--- config.mk ---
export PLATFORM = sky130hd
export DESIGN_NAME = div_dispatch
export DESIGN_NICKNAME = d
export VERILOG_FILES = /design/src/rtl/div_dispatch.sv
export SDC_FILE = /design/constraint.sdc
export NUM_CORES = 1
export LEC_CHECK = 0
export ABC_AREA = 1
export BUFFER_PORTS_ARGS = -buffer_cell sky130_fd_sc_hd__buf_2
export CAP_MARGIN = 10
export CORE_MARGIN = 5
export CORE_UTILIZATION = 40
export CTS_CLUSTER_DIAMETER = 40
export DETAILED_ROUTE_END_ITERATION = 16
export GPL_ROUTABILITY_DRIVEN = 1
export GPL_TIMING_DRIVEN = 0
export PLACE_DENSITY = 0.68
export SLEW_MARGIN = 20
export SYNTH_ARGS = -nofsm -noshare
export SYNTH_HDL_FRONTEND = slang
export SYNTH_SLANG_ARGS = --single-unit
--- constraint.sdc ---
create_clock -name clk -period 5.4 [get_ports clk]
set_input_delay 1.08 -clock clk [delete_from_list [all_inputs] [get_ports clk]]
set_output_delay 1.08 -clock clk [all_outputs]
set_load 0.01 [all_outputs]
--- src/rtl/div_dispatch.sv ---
// Request front-end for the Q16.16 divider: tagged operand FIFO, one-at-a-time issue, tagged result hold.
// Optional completion watchdog enabled by defining DIV_TIMEOUT_EN.
module div_dispatch #(
    parameter int WIDTH   = 32,
    parameter int TAG_W   = 4,
    parameter int DEPTH   = 4,
    parameter int TIMEOUT = 64
) (
    input  logic                     clk,
    input  logic                     rst_n,
    input  logic                     in_valid,
    output logic                     in_ready,
    input  logic [WIDTH-1:0]         in_a,
    input  logic [WIDTH-1:0]         in_b,
    input  logic [TAG_W-1:0]         in_tag,
    output logic                     div_start,
    output logic [WIDTH-1:0]         div_a,
    output logic [WIDTH-1:0]         div_b,
    input  logic                     div_done,
    input  logic                     div_valid,
    input  logic                     div_dbz,
    input  logic                     div_ovf,
    input  logic [WIDTH-1:0]         div_val,
    output logic                     out_valid,
    input  logic                     out_ready,
    output logic [WIDTH-1:0]         out_val,
    output logic [TAG_W-1:0]         out_tag,
    output logic                     out_dbz,
    output logic                     out_ovf,
    output logic [$clog2(DEPTH):0]   count
);

    localparam int PTR_W = $clog2(DEPTH);
    localparam int CNT_W = PTR_W + 1;

    typedef enum logic [1:0] {
        IDLE  = 2'd0,
        ISSUE = 2'd1,
        WAIT  = 2'd2,
        HOLD  = 2'd3
    } state_t;

    state_t             state_r;
    state_t             state_s;

    logic [WIDTH-1:0]   mem_a_r   [DEPTH];
    logic [WIDTH-1:0]   mem_b_r   [DEPTH];
    logic [TAG_W-1:0]   mem_tag_r [DEPTH];
    logic [PTR_W-1:0]   wr_ptr_r;
    logic [PTR_W-1:0]   rd_ptr_r;
    logic [CNT_W-1:0]   count_r;

    logic               in_ready_s;
    logic               push_s;
    logic               pop_s;
    logic               cap_s;

    logic [TAG_W-1:0]   tag_r;
    logic [WIDTH-1:0]   div_a_r;
    logic [WIDTH-1:0]   div_b_r;
    logic               div_start_r;
    logic               out_valid_r;
    logic [WIDTH-1:0]   out_val_r;
    logic [TAG_W-1:0]   out_tag_r;
    logic               out_dbz_r;
    logic               out_ovf_r;

`ifdef DIV_TIMEOUT_EN
    localparam int TMR_W = (TIMEOUT > 1) ? $clog2(TIMEOUT) : 1;
    logic [TMR_W-1:0]   tmr_r;
    logic               tmo_s;
`endif

    // Full flag comes from the occupancy register only, so pop never feeds in_ready.
    assign in_ready_s = (count_r != CNT_W'(DEPTH));
    assign push_s     = in_valid && in_ready_s;

    // Next-state and control strobes for the issue FSM.
    always_comb begin
        state_s = state_r;
        pop_s   = 1'b0;
        cap_s   = 1'b0;
`ifdef DIV_TIMEOUT_EN
        tmo_s   = 1'b0;
`endif
        case (state_r)
            IDLE: begin
                if (count_r != {CNT_W{1'b0}}) begin
                    pop_s   = 1'b1;
                    state_s = ISSUE;
                end else begin
                    state_s = IDLE;
                end
            end
            ISSUE: begin
                state_s = WAIT;
            end
            WAIT: begin
                if (div_done) begin
                    cap_s   = 1'b1;
                    state_s = HOLD;
                end
`ifdef DIV_TIMEOUT_EN
                else if (tmr_r == TMR_W'(TIMEOUT - 1)) begin
                    tmo_s   = 1'b1;
                    state_s = HOLD;
                end
`endif
                else begin
                    state_s = WAIT;
                end
            end
            HOLD: begin
                if (out_ready) begin
                    state_s = IDLE;
                end else begin
                    state_s = HOLD;
                end
            end
            default: begin
                state_s = IDLE;
            end
        endcase
    end

    // FSM state register.
    always_ff @(posedge clk or negedge rst_n) begin
        if (!rst_n) begin
            state_r <= IDLE;
        end else begin
            state_r <= state_s;
        end
    end

    // Request FIFO storage, pointers and occupancy; pointers wrap on the power-of-two depth.
    always_ff @(posedge clk or negedge rst_n) begin
        if (!rst_n) begin
            wr_ptr_r <= {PTR_W{1'b0}};
            rd_ptr_r <= {PTR_W{1'b0}};
            count_r  <= {CNT_W{1'b0}};
            for (int i = 0; i < DEPTH; i++) begin
                mem_a_r[i]   <= {WIDTH{1'b0}};
                mem_b_r[i]   <= {WIDTH{1'b0}};
                mem_tag_r[i] <= {TAG_W{1'b0}};
            end
        end else begin
            if (push_s) begin
                mem_a_r[wr_ptr_r]   <= in_a;
                mem_b_r[wr_ptr_r]   <= in_b;
                mem_tag_r[wr_ptr_r] <= in_tag;
                wr_ptr_r            <= wr_ptr_r + PTR_W'(1);
            end
            if (pop_s) begin
                rd_ptr_r <= rd_ptr_r + PTR_W'(1);
            end
            case ({push_s, pop_s})
                2'b10:   count_r <= count_r + CNT_W'(1);
                2'b01:   count_r <= count_r - CNT_W'(1);
                default: count_r <= count_r;
            endcase
        end
    end

`ifdef DIV_TIMEOUT_EN
    // Watchdog counts WAIT cycles from entry and restarts whenever the FSM is elsewhere.
    always_ff @(posedge clk or negedge rst_n) begin
        if (!rst_n) begin
            tmr_r <= {TMR_W{1'b0}};
        end else if (state_r != WAIT) begin
            tmr_r <= {TMR_W{1'b0}};
        end else begin
            tmr_r <= tmr_r + TMR_W'(1);
        end
    end
`endif

    // Operand issue and result capture; operands stay put until the next pop.
    always_ff @(posedge clk or negedge rst_n) begin
        if (!rst_n) begin
            div_start_r <= 1'b0;
            div_a_r     <= {WIDTH{1'b0}};
            div_b_r     <= {WIDTH{1'b0}};
            tag_r       <= {TAG_W{1'b0}};
            out_valid_r <= 1'b0;
            out_val_r   <= {WIDTH{1'b0}};
            out_tag_r   <= {TAG_W{1'b0}};
            out_dbz_r   <= 1'b0;
            out_ovf_r   <= 1'b0;
        end else begin
            div_start_r <= pop_s;
            if (pop_s) begin
                div_a_r <= mem_a_r[rd_ptr_r];
                div_b_r <= mem_b_r[rd_ptr_r];
                tag_r   <= mem_tag_r[rd_ptr_r];
            end
            if (cap_s) begin
                out_valid_r <= 1'b1;
                out_val_r   <= div_valid ? div_val : {WIDTH{1'b0}};
                out_tag_r   <= tag_r;
                out_dbz_r   <= div_dbz;
                out_ovf_r   <= div_ovf;
            end
`ifdef DIV_TIMEOUT_EN
            else if (tmo_s) begin
                out_valid_r <= 1'b1;
                out_val_r   <= {WIDTH{1'b0}};
                out_tag_r   <= tag_r;
                out_dbz_r   <= 1'b0;
                out_ovf_r   <= 1'b1;
            end
`endif
            else if ((state_r == HOLD) && out_ready) begin
                out_valid_r <= 1'b0;
            end
        end
    end

    assign in_ready  = in_ready_s;
    assign count     = count_r;
    assign div_start = div_start_r;
    assign div_a     = div_a_r;
    assign div_b     = div_b_r;
    assign out_valid = out_valid_r;
    assign out_val   = out_val_r;
    assign out_tag   = out_tag_r;
    assign out_dbz   = out_dbz_r;
    assign out_ovf   = out_ovf_r;

endmodule

Word level (Yosys, flattened, before mapping)
Cells that the tools add are included.
- $add $sub $neg: 4
- $lt $le $gt $ge: 3
- equal/unequal tests: 6
- mux-type cells: 28
- bitwise operators: 2
- reduce and logical (&&, ||, !) cells: 7
- operators with widths (kind ; count):
    128-bit bitwise mux ; 2
    32-bit 2-to-1 mux ; 6
    32-bit binary-select mux with 2-bit select ; 2
    32-bit demux with 2-bit select ; 1
    16-bit bitwise mux ; 1
    4-bit 2-to-1 mux ; 3
    4-bit binary-select mux with 2-bit select ; 1
    4-bit demux with 2-bit select ; 1
    1-bit 2-to-1 mux ; 8
    2-bit case mux with 4 select lines ; 1
    2-bit == test, second input constant ; 3
    3-bit greater-or-equal comparator, second input constant ; 2
    2-bit inverter with 3-bit output ; 2
    3-bit case mux with 2 select lines ; 1
    2-bit by 1-bit adder with 2-bit output, second input constant ; 2
    2-bit by 1-bit == test with 1-bit output, second input constant ; 2
    2-bit nonzero test ; 2
    3-bit by 1-bit adder with 3-bit output, second input constant ; 1
    1-bit logical AND ; 3
    3-bit by 1-bit less-than comparator with 1-bit output, second input constant ; 1
    3-bit != test, second input constant ; 1
    3-bit nonzero test ; 1
    3-bit by 1-bit subtractor with 3-bit output, second input constant ; 1
    2-bit logical NOT ; 1
    2-bit 2-to-1 mux ; 1
- register bits after elaboration: 389
- bits of input ports: 108
- output and inout bits: 108
- word-level logic and storage cells: 75

Longest topological paths before layout
Gate-level depths: netlist of the first run.
- depth after elaboration: 6
- depth in mapped cells: 10
- mapped depth without buffers: 9

Worst setup path after synthesis of the first run
OpenSTA, ideal clock, no wires.
- path type: in2reg
- from: input port in_valid
- to: register count_r[2] (netlist: count[2])
- data arrival time: 2.421 ns
- data required time: 5.276 ns
- setup slack: 2.855 ns
- stages on the path: 8
- path buffers: 2
- path through: buf_2 > buf_2 > nand2_1 > ha_1 > fa_1 > nand2_1 > nand3_1 > xor2_1
- cells in the longest elaborated chain, start to end: 3
- elaborated cells on any way between the ends: 5
- RTL lines (what ; RTL line ; text):
    start: declaration ; 11 ; input logic in_valid,
    1-bit logical AND * ; 76 ; assign push_s = in_valid && in_ready_s;
    2-bit by 1-bit == test with 1-bit output or 2-bit == test (tied branches) ; 156 ; case ({push_s, pop_s})
    3-bit case mux with 2 select lines or 2-bit nonzero test (tied branches) ; -- ;
    end signal: assignment ; 157 ; 2'b10: count_r <= count_r + CNT_W'(1);
    end signal: assignment ; 158 ; 2'b01: count_r <= count_r - CNT_W'(1);
    end signal: assignment ; 159 ; default: count_r <= count_r;
    end: declaration ; 51 ; logic [CNT_W-1:0] count_r;
Mark *: on every way between the ends. The rest lies on a longest branch, timed or not.
A chain may end at the register's enable or synchronous reset.

Worst setup path after layout of the first run
- from: register count_r[0] (netlist: count[0])
- to: output port in_ready
- cells in the longest elaborated chain, start to end: 1
- RTL lines (what ; RTL line ; text):
    start signal: assignment ; 140 ; count_r <= {CNT_W{1'b0}};
    start signal: assignment ; 157 ;
    start signal: assignment ; 158 ;
    3-bit != test ; 75 ; assign in_ready_s = (count_r != CNT_W'(DEPTH));
    end: declaration ; 12 ; output logic in_ready,
No other way between the ends.

==> results of run 1 <==
power groups by stage:
stage               clock (mW)  combinational [mW]  sequential, mW
finish                    4.03                6.06            4.94
CTS                       4.08                6.06            4.93
global placement             0                5.85            4.91
global route              4.22                6.85            5.10
floorplan                    0                3.81            4.99
detailed placement           0                6.01            4.96
cells by family after synthesis:
family	count (synthesis)	share of synthesized area (%)
xor gates and xnor gates	4	0.186
adders and majority gates	6	0.437
and+or+nand+nor	1595	36.4
DFF	389	51.6
AOI/OAI and AO/OA	41	1.12
buffers and inverters	480	10.2
final timing paths:
path	start	to	slack, ps	depth (start not counted)
min in group clk	mem_a_r[3]$_DFFE_PN0P_	mem_a_r[3]$_DFFE_PN0P_	470	2
max reg2reg	state_r[0]$_DFF_PN0_	count[1]$_DFFE_PN0P_	2880	8
min reg2reg	mem_a_r[3]$_DFFE_PN0P_	mem_a_r[3]$_DFFE_PN0P_	470	2
max	count[0]$_DFFE_PN0P_	in_ready	2270	4
min	rst_n	out_val[17]$_DFFE_PN0P_	470	1
max in group asynchronous	rst_n	mem_a_r[43]$_DFFE_PN0P_	3660	3
metrics by stage:
step                utilization (%)  cell area [um^2]  hold WS, ps  power [mW]
detailed placement             44.6             20800          458        11.0
finish                         49.2             23000          467        15.0
global route                   49.2             23000          487        16.2
global placement               44.4             20700          453        10.8
CTS                            49.2             23000          452        15.1
floorplan                         -             18900          442        8.81
cell type report:
cell class              instances  share of cell area, %
inverters                     289                   4.72
repair buffers                218                   5.18
clock inverters                44                   2.09
diodes                          5                 0.0545
flip-flops and latches        389                   42.4
plain buffers                 191                   3.70
well taps                     607                   3.31
multi-input cells            1646                   31.4
clock buffers                  71                   7.16
registers in the layout, summed over array words and instances, names as in the netlist, 2 cells and up:
name and flops:
count 3, div_b 32, out_tag 4, div_a 32
tag_r 4, mem_b_r 128, mem_tag_r 16, out_val 32
mem_a_r 128, rd_ptr_r 2, wr_ptr_r 2, state_r 2
synthesized netlist by cell type, drive strengths merged:
library cell,count
o211ai,1
clkbuf,74
nand4,272
fa,1
ha,5
a21oi,1
inv,288
clkinv,1
xnor2,1
o21ai,39
dfrtp,389
xor2,3
nor2,1
buf,117
nand3,146
nand2,1176
layer usage:
layer / GRT usage [%] / part of all wire [%]
met5: 0 / 0.071
met2: 37.0 / 46
met1: 32.2 / 43
met4: 8.12 / 3.1
met3: 4.40 / 8.1
==> summary.md, run 1 <==
| Metric | Value |
|---|---|
| Critical Path Sink Type | `output pin` |
| CP bufs+invs | `2` |
| Post-synth top area cell | `dfrtp_1` |
| Synth top area cells | `dfrtp_1 52%, nand2_1 23%, nand4_1 9.0%` |
| First-pass GRT wire length | `96.3 mm` |
| Critical-path top delay cell | `dfrtp_1` |
| Fin worst setup slack | `2270 ps` |
| # DRC | `0` |
| Post-CTS setup buffers | `0` |
| Synthesis-stage register bit count | `389` |
| Number of cells in the finished layout apart from fillers | `3460` |
| Fraction of layout instances using a drive strength above 1 | `15.1%` |
| Max-slew headroom | `37.0%` |
| Initial antenna violation count | `9` |
| NumNets Final | `2910` |
| H-tree levels | `2` |
| Pre-antenna DRT Iters | `6` |
| Delay-heaviest family, CP | `buffers and inverters` |
| ANT nets after route | `0` |
| P_sw | `6.40 mW` |
| Layout Skew | `26.0 ps` |
| Clock period minus worst slack | `3130 ps` |
| Die W | `227 um` |
| Core ar. | `46700 um^2` |
| Avg Cell Area, Syn | `7.51 um^2` |
| DP HPWL | `42.1 mm` |
| Die ar. | `51600 um^2` |
| Total track usage | `23.3%` |
| I/O pin cnt | `216` |
| Worst VDD drop | `0.000293 V` |
| Seq pwr share | `32.9%` |
| Rows | `79` |
| RSZ-0062 raised after global routing | `no` |
| Combinational cell fraction of total power | `40.3%` |
| Post-cts sizing count | `0` |
| CP max stage delay | `470 ps` |
| Most frequent cells in the layout | `1175 x nand2_1, 389 x dfrtp_1, 301 x buf_2, 288 x inv_1, 272 x nand4_1` |
| Commonest non-fill, non-tap cell in the layout | `nand2_1` |
| Starting DRT DRC Count | `1711` |
| Vias in the first global route | `17.5k` |
| Startpoint Class | `flip-flop` |
| WL final | `60.6 mm` |
| Max Slew Vio Count | `0` |
| IO Port Bufs | `214` |
| Starting Density | `40.5%` |
| Critical path cell sequence | `nor2_4 > nand2_4 > clkbuf_1 > buf_2` |
| Setup TNS Final | `0 ps` |
| Via/cell ratio | `5.18` |
| Crit-path max FO | `10` |
| Post-Syn Area | `18900 um^2` |
| Hold Fails Final Rpt | `0` |
| Final Wtd Congestion | `0.884` |
| Worst Path Required | `4320 ps` |
| Pin count of the biggest net entering global routing | `100` |
| Clock power share | `26.8%` |
| Slew at the pin closest to its max-slew limit | `943 ps` |
| Worst skew pair latency | `620 ps` |
| Clock buffer depth | `3` |
| Clock Sinks | `389` |
| Int Power | `8.62 mW` |
| Vias | `17.9k` |
| Area of the multi-input gates | `7220 um^2` |
| Critical Path AT | `2050 ps` |
| Area Overhead vs Synth | `21.7%` |
| Hold crit path type | `input pin to async pin` |
| Inst Count DP | `3340` |
| Run status | `finished clean` |
| Synth top area share | `51.6%` |
| Fmax | `320 MHz` |
| CTS tree | `built` |
| Syn_nets | `2629` |
| Sequential area share after synthesis | `51.6%` |
| GRT overflow | `0` |
| Synth cell types | `20` |
| Power Dens Cells | `654 nW/um^2` |
| Max_cap viols | `0` |
| CP Class | `flip-flop to output pin` |
| Synth Instances | `2515` |
| Avg WL per Cell | `17.5 um` |
| Period utilisation layout | `57.9%` |
| CTS root buffer | `clkbuf_16` |
| FF/Latch Area | `9730 um^2` |
| P_leak | `12.9 nW` |
| Dpl ws | `2400 ps` |
| Total CTS buffers | `61` |
| Die Span Y | `227 um` |
| Setup violators final | `0` |
| # fillers | `4540` |
| Sw Ratio | `42.6%` |
| CTS clk-pin slew, worst paths | `60 ps` |
| Yosys warns | `0` |
| Hold buffers post-CTS | `0` |
(Power assumes the default switching activity.)
==> run 2, diff against run 1 <==
PLACE_DENSITY = 0.7   (was 0.68)
clock period = 2.7 ns   (was 5.4 ns; I/O delays follow)
==> run 2 against run 1 <==
  * Largest power group unchanged
  * Combinational power increased by 98%
  * Sequential power increased by 100%
  * Critical path depth increased by 5
  * Largest cell class unchanged
  * Critical path type is now flip-flop to flip-flop
  * Cell area increased by 0.61%
  * Non-clock buffer count unchanged
  * Cell count increased by 0.12%
  * Clock power increased by 110%
==> summary.md, run 2 (same netlist as run 1, synthesis figures left out) <==
| Metric | Value |
|---|---|
| Run status | `finished clean` |
| Total track usage | `22.6% (-0.71 points)` |
| CP max stage delay | `470 ps (about the same)` |
| Critical Path AT | `3000 ps (+950 ps)` |
| Slew at the pin closest to its max-slew limit | `966 ps (+23.5 ps)` |
| Critical path cell sequence | `nor2_4 > nand2_4 > buf_2 > nand2_1 > ha_1 > fa_1 > nand2_1 > nand3_1 > xor2_1` |
| Layout Skew | `27.7 ps (+1.74 ps)` |
| CTS root buffer | `clkbuf_16` |
| P_leak | `13.0 nW (+0.49%)` |
| Hold Fails Final Rpt | `0 (unchanged)` |
| Vias | `17.8k (-0.93%)` |
| Hold crit path type | `input pin to flip-flop` |
| P_sw | `12.8 mW (+100%)` |
| Worst Path Required | `3190 ps (-1130 ps)` |
| Die W | `227 um (unchanged)` |
| Delay-heaviest family, CP | `simple AND/OR/NAND/NOR gates` |
| CP Class | `flip-flop to flip-flop` |
| Crit-path max FO | `18 (+8)` |
| Sw Ratio | `42.0% (-0.60 points)` |
| ANT nets after route | `0 (unchanged)` |
| Vias in the first global route | `17.2k (-1.5%)` |
| Setup violators final | `0 (unchanged)` |
| Int Power | `17.7 mW (+100%)` |
| Die ar. | `51600 um^2 (unchanged)` |
| Via/cell ratio | `5.13 (-1.0%)` |
| H-tree levels | `2 (unchanged)` |
| Final Wtd Congestion | `0.887 (+0.36%)` |
| Starting Density | `40.5% (unchanged)` |
| Clock Sinks | `389 (unchanged)` |
| Max_cap viols | `0 (unchanged)` |
| Most frequent cells in the layout | `1175 x nand2_1, 389 x dfrtp_1, 301 x buf_2, 288 x inv_1, 272 x nand4_1` |
| Power Dens Cells | `1320 nW/um^2 (+100%)` |
| Max-slew headroom | `35.4% (-1.6 points)` |
| Clock power share | `28.0% (+1.2 points)` |
| Initial antenna violation count | `11 (+2)` |
| GRT overflow | `0 (unchanged)` |
| Pre-antenna DRT Iters | `8 (+2)` |
| Die Span Y | `227 um (unchanged)` |
| Rows | `79 (unchanged)` |
| Post-CTS setup buffers | `0 (unchanged)` |
| I/O pin cnt | `216 (unchanged)` |
| Worst skew pair latency | `620 ps (about the same)` |
| IO Port Bufs | `214 (unchanged)` |
| NumNets Final | `2910 (unchanged)` |
| Pin count of the biggest net entering global routing | `97 (-3.0%)` |
| DP HPWL | `41.6 mm (-1.2%)` |
| Fin area | `23100 um^2 (+0.61%)` |
| Total CTS buffers | `61 (unchanged)` |
| Starting DRT DRC Count | `1703 (-0.47%)` |
| Seq pwr share | `32.5% (-0.4 points)` |
| CP bufs+invs | `1 (-1)` |
| WL final | `59.1 mm (-2.4%)` |
| DP Area | `20800 um^2 (unchanged)` |
| Worst VDD drop | `0.000579 V (+98%)` |
| RSZ-0062 raised after global routing | `no` |
| CTS clk-pin slew, worst paths | `60 ps (about the same)` |
| Clock buffer depth | `3 (unchanged)` |
| Core ar. | `46700 um^2 (unchanged)` |
| Clock period minus worst slack | `2510 ps` |
| Fraction of layout instances using a drive strength above 1 | `15.2% (+0.10 points)` |
| Startpoint Class | `flip-flop` |
| Most used cell, CP | `nand2_1` |
| Regs by FF count | `mem_a_r: 128 flops, mem_b_r: 128 flops` |
| Fmax | `399 MHz` |
| CTS tree | `built` |
| Commonest non-fill, non-tap cell in the layout | `nand2_1` |
| First-pass GRT wire length | `93.2 mm (-3.2%)` |
| Pwr Total | `30.4 mW (+100%)` |
| Period utilisation layout | `92.9%` |
| Avg WL per Cell | `17.1 um (-2.5%)` |
| Max Slew Vio Count | `0 (unchanged)` |
| Critical-path top delay cell | `dfrtp_1` |
| # DRC | `0 (unchanged)` |
| Area Overhead vs Synth | `22.4%` |
| Combinational cell fraction of total power | `39.5% (-0.8 points)` |
| Critical Path Sink Type | `flip-flop` |
run 2: timing repair:
action,in CTS,in global routing
endpoints found under the setup margin,2,1
hold buffers,1,0
endpoints found under the hold margin,73,0
pin swaps,0,0
resized for setup,1,0
run 2: layout make-up:
| cell class | instances | area [um^2] |
|---|---|---|
| diodes | 8 | 20.0 |
| plain buffers | 190 | 846 |
| clock buffers | 66 | 1600 |
| clock inverters | 50 | 654 |
| fillers | 4495 | 23500 |
| inverters | 289 | 1080 |
| multi-input cells | 1646 | 7220 |
| flip-flops and latches | 389 | 9730 |
| well taps | 607 | 759 |
| repair buffers | 219 | 1200 |
run 2: per-stage QoR:
| step | hold WS (ps) | setup TNS [ps] | setup slack [ps] | instances | utilization (%) |
|---|---|---|---|---|---|
| 2_1_floorplan | 244 | 0 | 695 | 2515 | - |
| 3_3_place_gp | 453 | -2520430 | -6520 | 3336 | 44.4 |
| 3_5_place_dp | 458 | -106 | -70.7 | 3340 | 44.6 |
| 4_1_cts | 134 | 0 | 102 | 3457 | 49.5 |
| 5_1_grt | 163 | 0 | 60.0 | 3462 | 49.5 |
| 6_report | 166 | 0 | 191 | 3464 | 49.5 |
run 2: final timing paths:
kind / slack [ps] / cells past startpoint / from / endpoint
worst max-delay path: 190 / 9 / count[0]$_DFFE_PN0P_ / count[2]$_DFFE_PN0P_
worst min-delay path: 170 / 2 / out_ready / state_r[0]$_DFF_PN0_
worst max register to register: 190 / 9 / count[0]$_DFFE_PN0P_ / count[2]$_DFFE_PN0P_
worst min register to register: 470 / 2 / mem_b_r[19]$_DFFE_PN0P_ / mem_b_r[19]$_DFFE_PN0P_
max in group asynchronous: 950 / 4 / rst_n / mem_a_r[10]$_DFFE_PN0P_
min in group asynchronous: 480 / 2 / rst_n / out_val[12]$_DFFE_PN0P_
run 2: layer usage:
layer	vias up	GRT usage, %	part of all wire, %
met4	6	7.62	2.8
met2	721	35.6	46
met3	124	5.00	8.5
met5	-	0	0.071
li1	8504	-	-
met1	8405	31.1	43
run 2: power groups by stage:
stage	clock network (mW)	logic (mW)	registers (mW)
finish	8.52	12.0	9.90
CTS	8.64	12.0	9.86
floorplan	0	7.63	9.99
detailed placement	0	11.9	9.94
global route	8.92	13.6	10.2
global placement	0	11.6	9.82
==> run 3, diff against run 2 <==
MAX_ROUTING_LAYER = met4   (was unset)
clock period = 2 ns   (was 2.7 ns; I/O delays follow)
==> run 3 against run 2 <==
  * The flow now finishes with violations (setup timing)
  * Hold slack worse by 140 ps
  * Register-to-register slack worse by 110 ps
  * Setup slack worse by 200 ps
  * Sequential power is 35% higher
  * Largest cell class unchanged
  * Die area stayed put
  * Global-route usage is 0.98 points higher
  * Sequential cell count stayed put
  * Cell count is 0.20% higher
==> summary.md, run 3 (same netlist as run 1, synthesis figures left out) <==
| Metric | Value |
|---|---|
| Pre-antenna DRT Iters | `6 (-2)` |
| Power Dens Cells | `1770 nW/um^2 (+34%)` |
| Clock period minus worst slack | `2010 ps` |
| Fraction of layout instances using a drive strength above 1 | `15.6% (+0.45 points)` |
| Critical Path AT | `1610 ps (-1390 ps)` |
| Area Overhead vs Synth | `22.4% (about the same)` |
| Hold_sp | `out_ready` |
| Worst skew pair latency | `620 ps (about the same)` |
| Die W | `227 um (unchanged)` |
| # DRC | `0 (unchanged)` |
| Failing checks | `setup timing` |
| Die Span Y | `227 um (unchanged)` |
| R2R Setup Slk | `80 ps (-110 ps)` |
| WL final | `60.1 mm (+1.7%)` |
| Slew at the pin closest to its max-slew limit | `655 ps (-312 ps)` |
| Dpl ws | `-754 ps (-683 ps)` |
| CP Class | `flip-flop to output pin` |
| Worst VDD drop | `0.000859 V (+48%)` |
| Starting DRT DRC Count | `2021 (+19%)` |
| DP Area | `20800 um^2 (unchanged)` |
| Most frequent cells in the layout | `1174 x nand2_1, 386 x dfrtp_1, 298 x buf_2, 288 x inv_1, 272 x nand4_1` |
| Critical Path Sink Type | `output pin` |
| GRT overflow | `0 (unchanged)` |
| Hold_ws | `27.2 ps (-139 ps)` |
| Setup violators final | `1 (+1)` |
| Initial antenna violation count | `15 (+4)` |
| Pwr Total | `40.9 mW (+34%)` |
| # fillers | `4528 (+0.73%)` |
| H-tree levels | `2 (unchanged)` |
| Cells on worst reg2reg path | `6 (-3)` |
| P_leak | `13.0 nW (+0.16%)` |
| CTS tree | `built` |
| Area of the multi-input gates | `7250 um^2 (+0.40%)` |
| Cells on Worst Hold Path | `2 (unchanged)` |
| Fin util | `49.5% (about the same)` |
| Via/cell ratio | `5.18 (+1.1%)` |
| Commonest non-fill, non-tap cell in the layout | `nand2_1` |
| DP HPWL | `41.7 mm (+0.39%)` |
| Regs by FF count | `mem_a_r: 128 flops, mem_b_r: 128 flops` |
| Inst Count DP | `3340 (unchanged)` |
| ANT nets after route | `0 (unchanged)` |
| Period utilisation layout | `101%` |
| Final Wtd Congestion | `0.898 (+1.2%)` |
| R2R Path End | `mem_a_r[26]$_DFFE_PN0P_` |
| Hold crit path type | `input pin to flip-flop` |
| Total CTS buffers | `58 (-4.9%)` |
| Hold EP | `state_r[0]$_DFF_PN0_` |
| Fin worst setup slack | `-13.1 ps (-204 ps)` |
| Run status | `finished, violations left` |
| Startpoint Class | `flip-flop` |
| NumNets Final | `2916 (+0.21%)` |
| Number of cells in the finished layout apart from fillers | `3471 (+0.20%)` |
| Avg WL per Cell | `17.3 um (+1.5%)` |
| I/O pin cnt | `216 (unchanged)` |
| Layout Skew | `18.4 ps (-9.33 ps)` |
| Core ar. | `46700 um^2 (unchanged)` |
| Critical-path top delay cell | `dfrtp_2` |
| RSZ-0062 raised after global routing | `yes` |
| Clock buffer depth | `3 (unchanged)` |
| First-pass GRT wire length | `94.6 mm (+1.4%)` |
| Total track usage | `23.5% (+0.98 points)` |
| Crit-path max FO | `4 (-14)` |
| Pin count of the biggest net entering global routing | `96 (-1.0%)` |
| Fin area | `23100 um^2 (about the same)` |
| Setup TNS Final | `-13.1 ps (-13.1 ps)` |
| Clock Sinks | `389 (unchanged)` |
| Max-slew headroom | `56.4% (+21 points)` |
| IO Port Bufs | `214 (unchanged)` |
| CTS root buffer | `clkbuf_16` |
| Critical path cell sequence | `nor2_4 > nand2_8 > clkbuf_16 > buf_6` |
| Max_cap viols | `0 (unchanged)` |
| Reg2reg start | `wr_ptr_r[1]$_DFFE_PN0P_` |
| Hold Fails Final Rpt | `0 (unchanged)` |
| Worst Path Required | `1600 ps (-1590 ps)` |
| CTS clk-pin slew, worst paths | `60 ps (about the same)` |
| Vias | `18.0k (+1.3%)` |
| Max Slew Vio Count | `0 (unchanged)` |
| FF/Latch Area | `9740 um^2 (about the same)` |
| CP max stage delay | `420 ps (-50 ps)` |
| Fmax | `497 MHz` |
| Vias in the first global route | `17.3k (+0.39%)` |
| Rows | `79 (unchanged)` |
| Starting Density | `40.5% (unchanged)` |
| Die ar. | `51600 um^2 (unchanged)` |
-- run 3: worst max-delay path by stage --
stage | to | startpoint | slack, ps
after floorplan | count[2]$_DFFE_PN0P_ | count[0]$_DFFE_PN0P_ | 40
after global placement | div_a[4]$_DFFE_PN0P_ | rst_n | -7070
after detailed placement | count[1]$_DFFE_PN0P_ | count[0]$_DFFE_PN0P_ | -750
after CTS | in_ready | count[1]$_DFFE_PN0P_ | -30
after global routing | in_ready | count[0]$_DFFE_PN0P_ | -70
final | in_ready | count[0]$_DFFE_PN0P_ | -10
-- run 3: per-layer routing --
metal | global-route usage [%] | share of wire, % | up-vias
met5 | - | 0 | -
met4 | 6.94 | 2.3 | 0
met3 | 4.44 | 8.2 | 115
met2 | 36.4 | 47 | 736
met1 | 31.9 | 43 | 8625
li1 | - | - | 8512
-- run 3: worst max-delay path, delay by kind of cell, from the launching register on --
family                 cells  cell delay (ps)
buffers and inverters      2              280
DFF                        1              420
and+or+nand+nor            2              280
-- run 3: what timing repair did --
item                                    in CTS  in global routing
hold endpoints to repair                    70                  0
pin swaps                                    1                  2
gates resized for setup                     15                 17
setup buffers                                7                  2
cloned                                       0                  0
hold buffers                                 1                  0
endpoints found under the setup margin      74                 92
-- run 3: final cells by class --
| class | count | area share (%) |
|---|---|---|
| clock buffers | 69 | 6.72 |
| clock inverters | 39 | 2.36 |
| well taps | 607 | 3.29 |
| repair buffers | 228 | 5.52 |
| diodes | 14 | 0.152 |
| inverters | 289 | 4.70 |
| multi-input cells | 1646 | 31.3 |
| plain buffers | 190 | 3.80 |
| flip-flops and latches | 389 | 42.1 |
-- run 3: report_power, final --
group	switching (mW)	total (mW)	internal, mW
Combinational	11.3	16.6	5.36
Sequential	1.91	13.4	11.5
Clock	4.08	10.9	6.82
Total	17.2	40.9	23.6
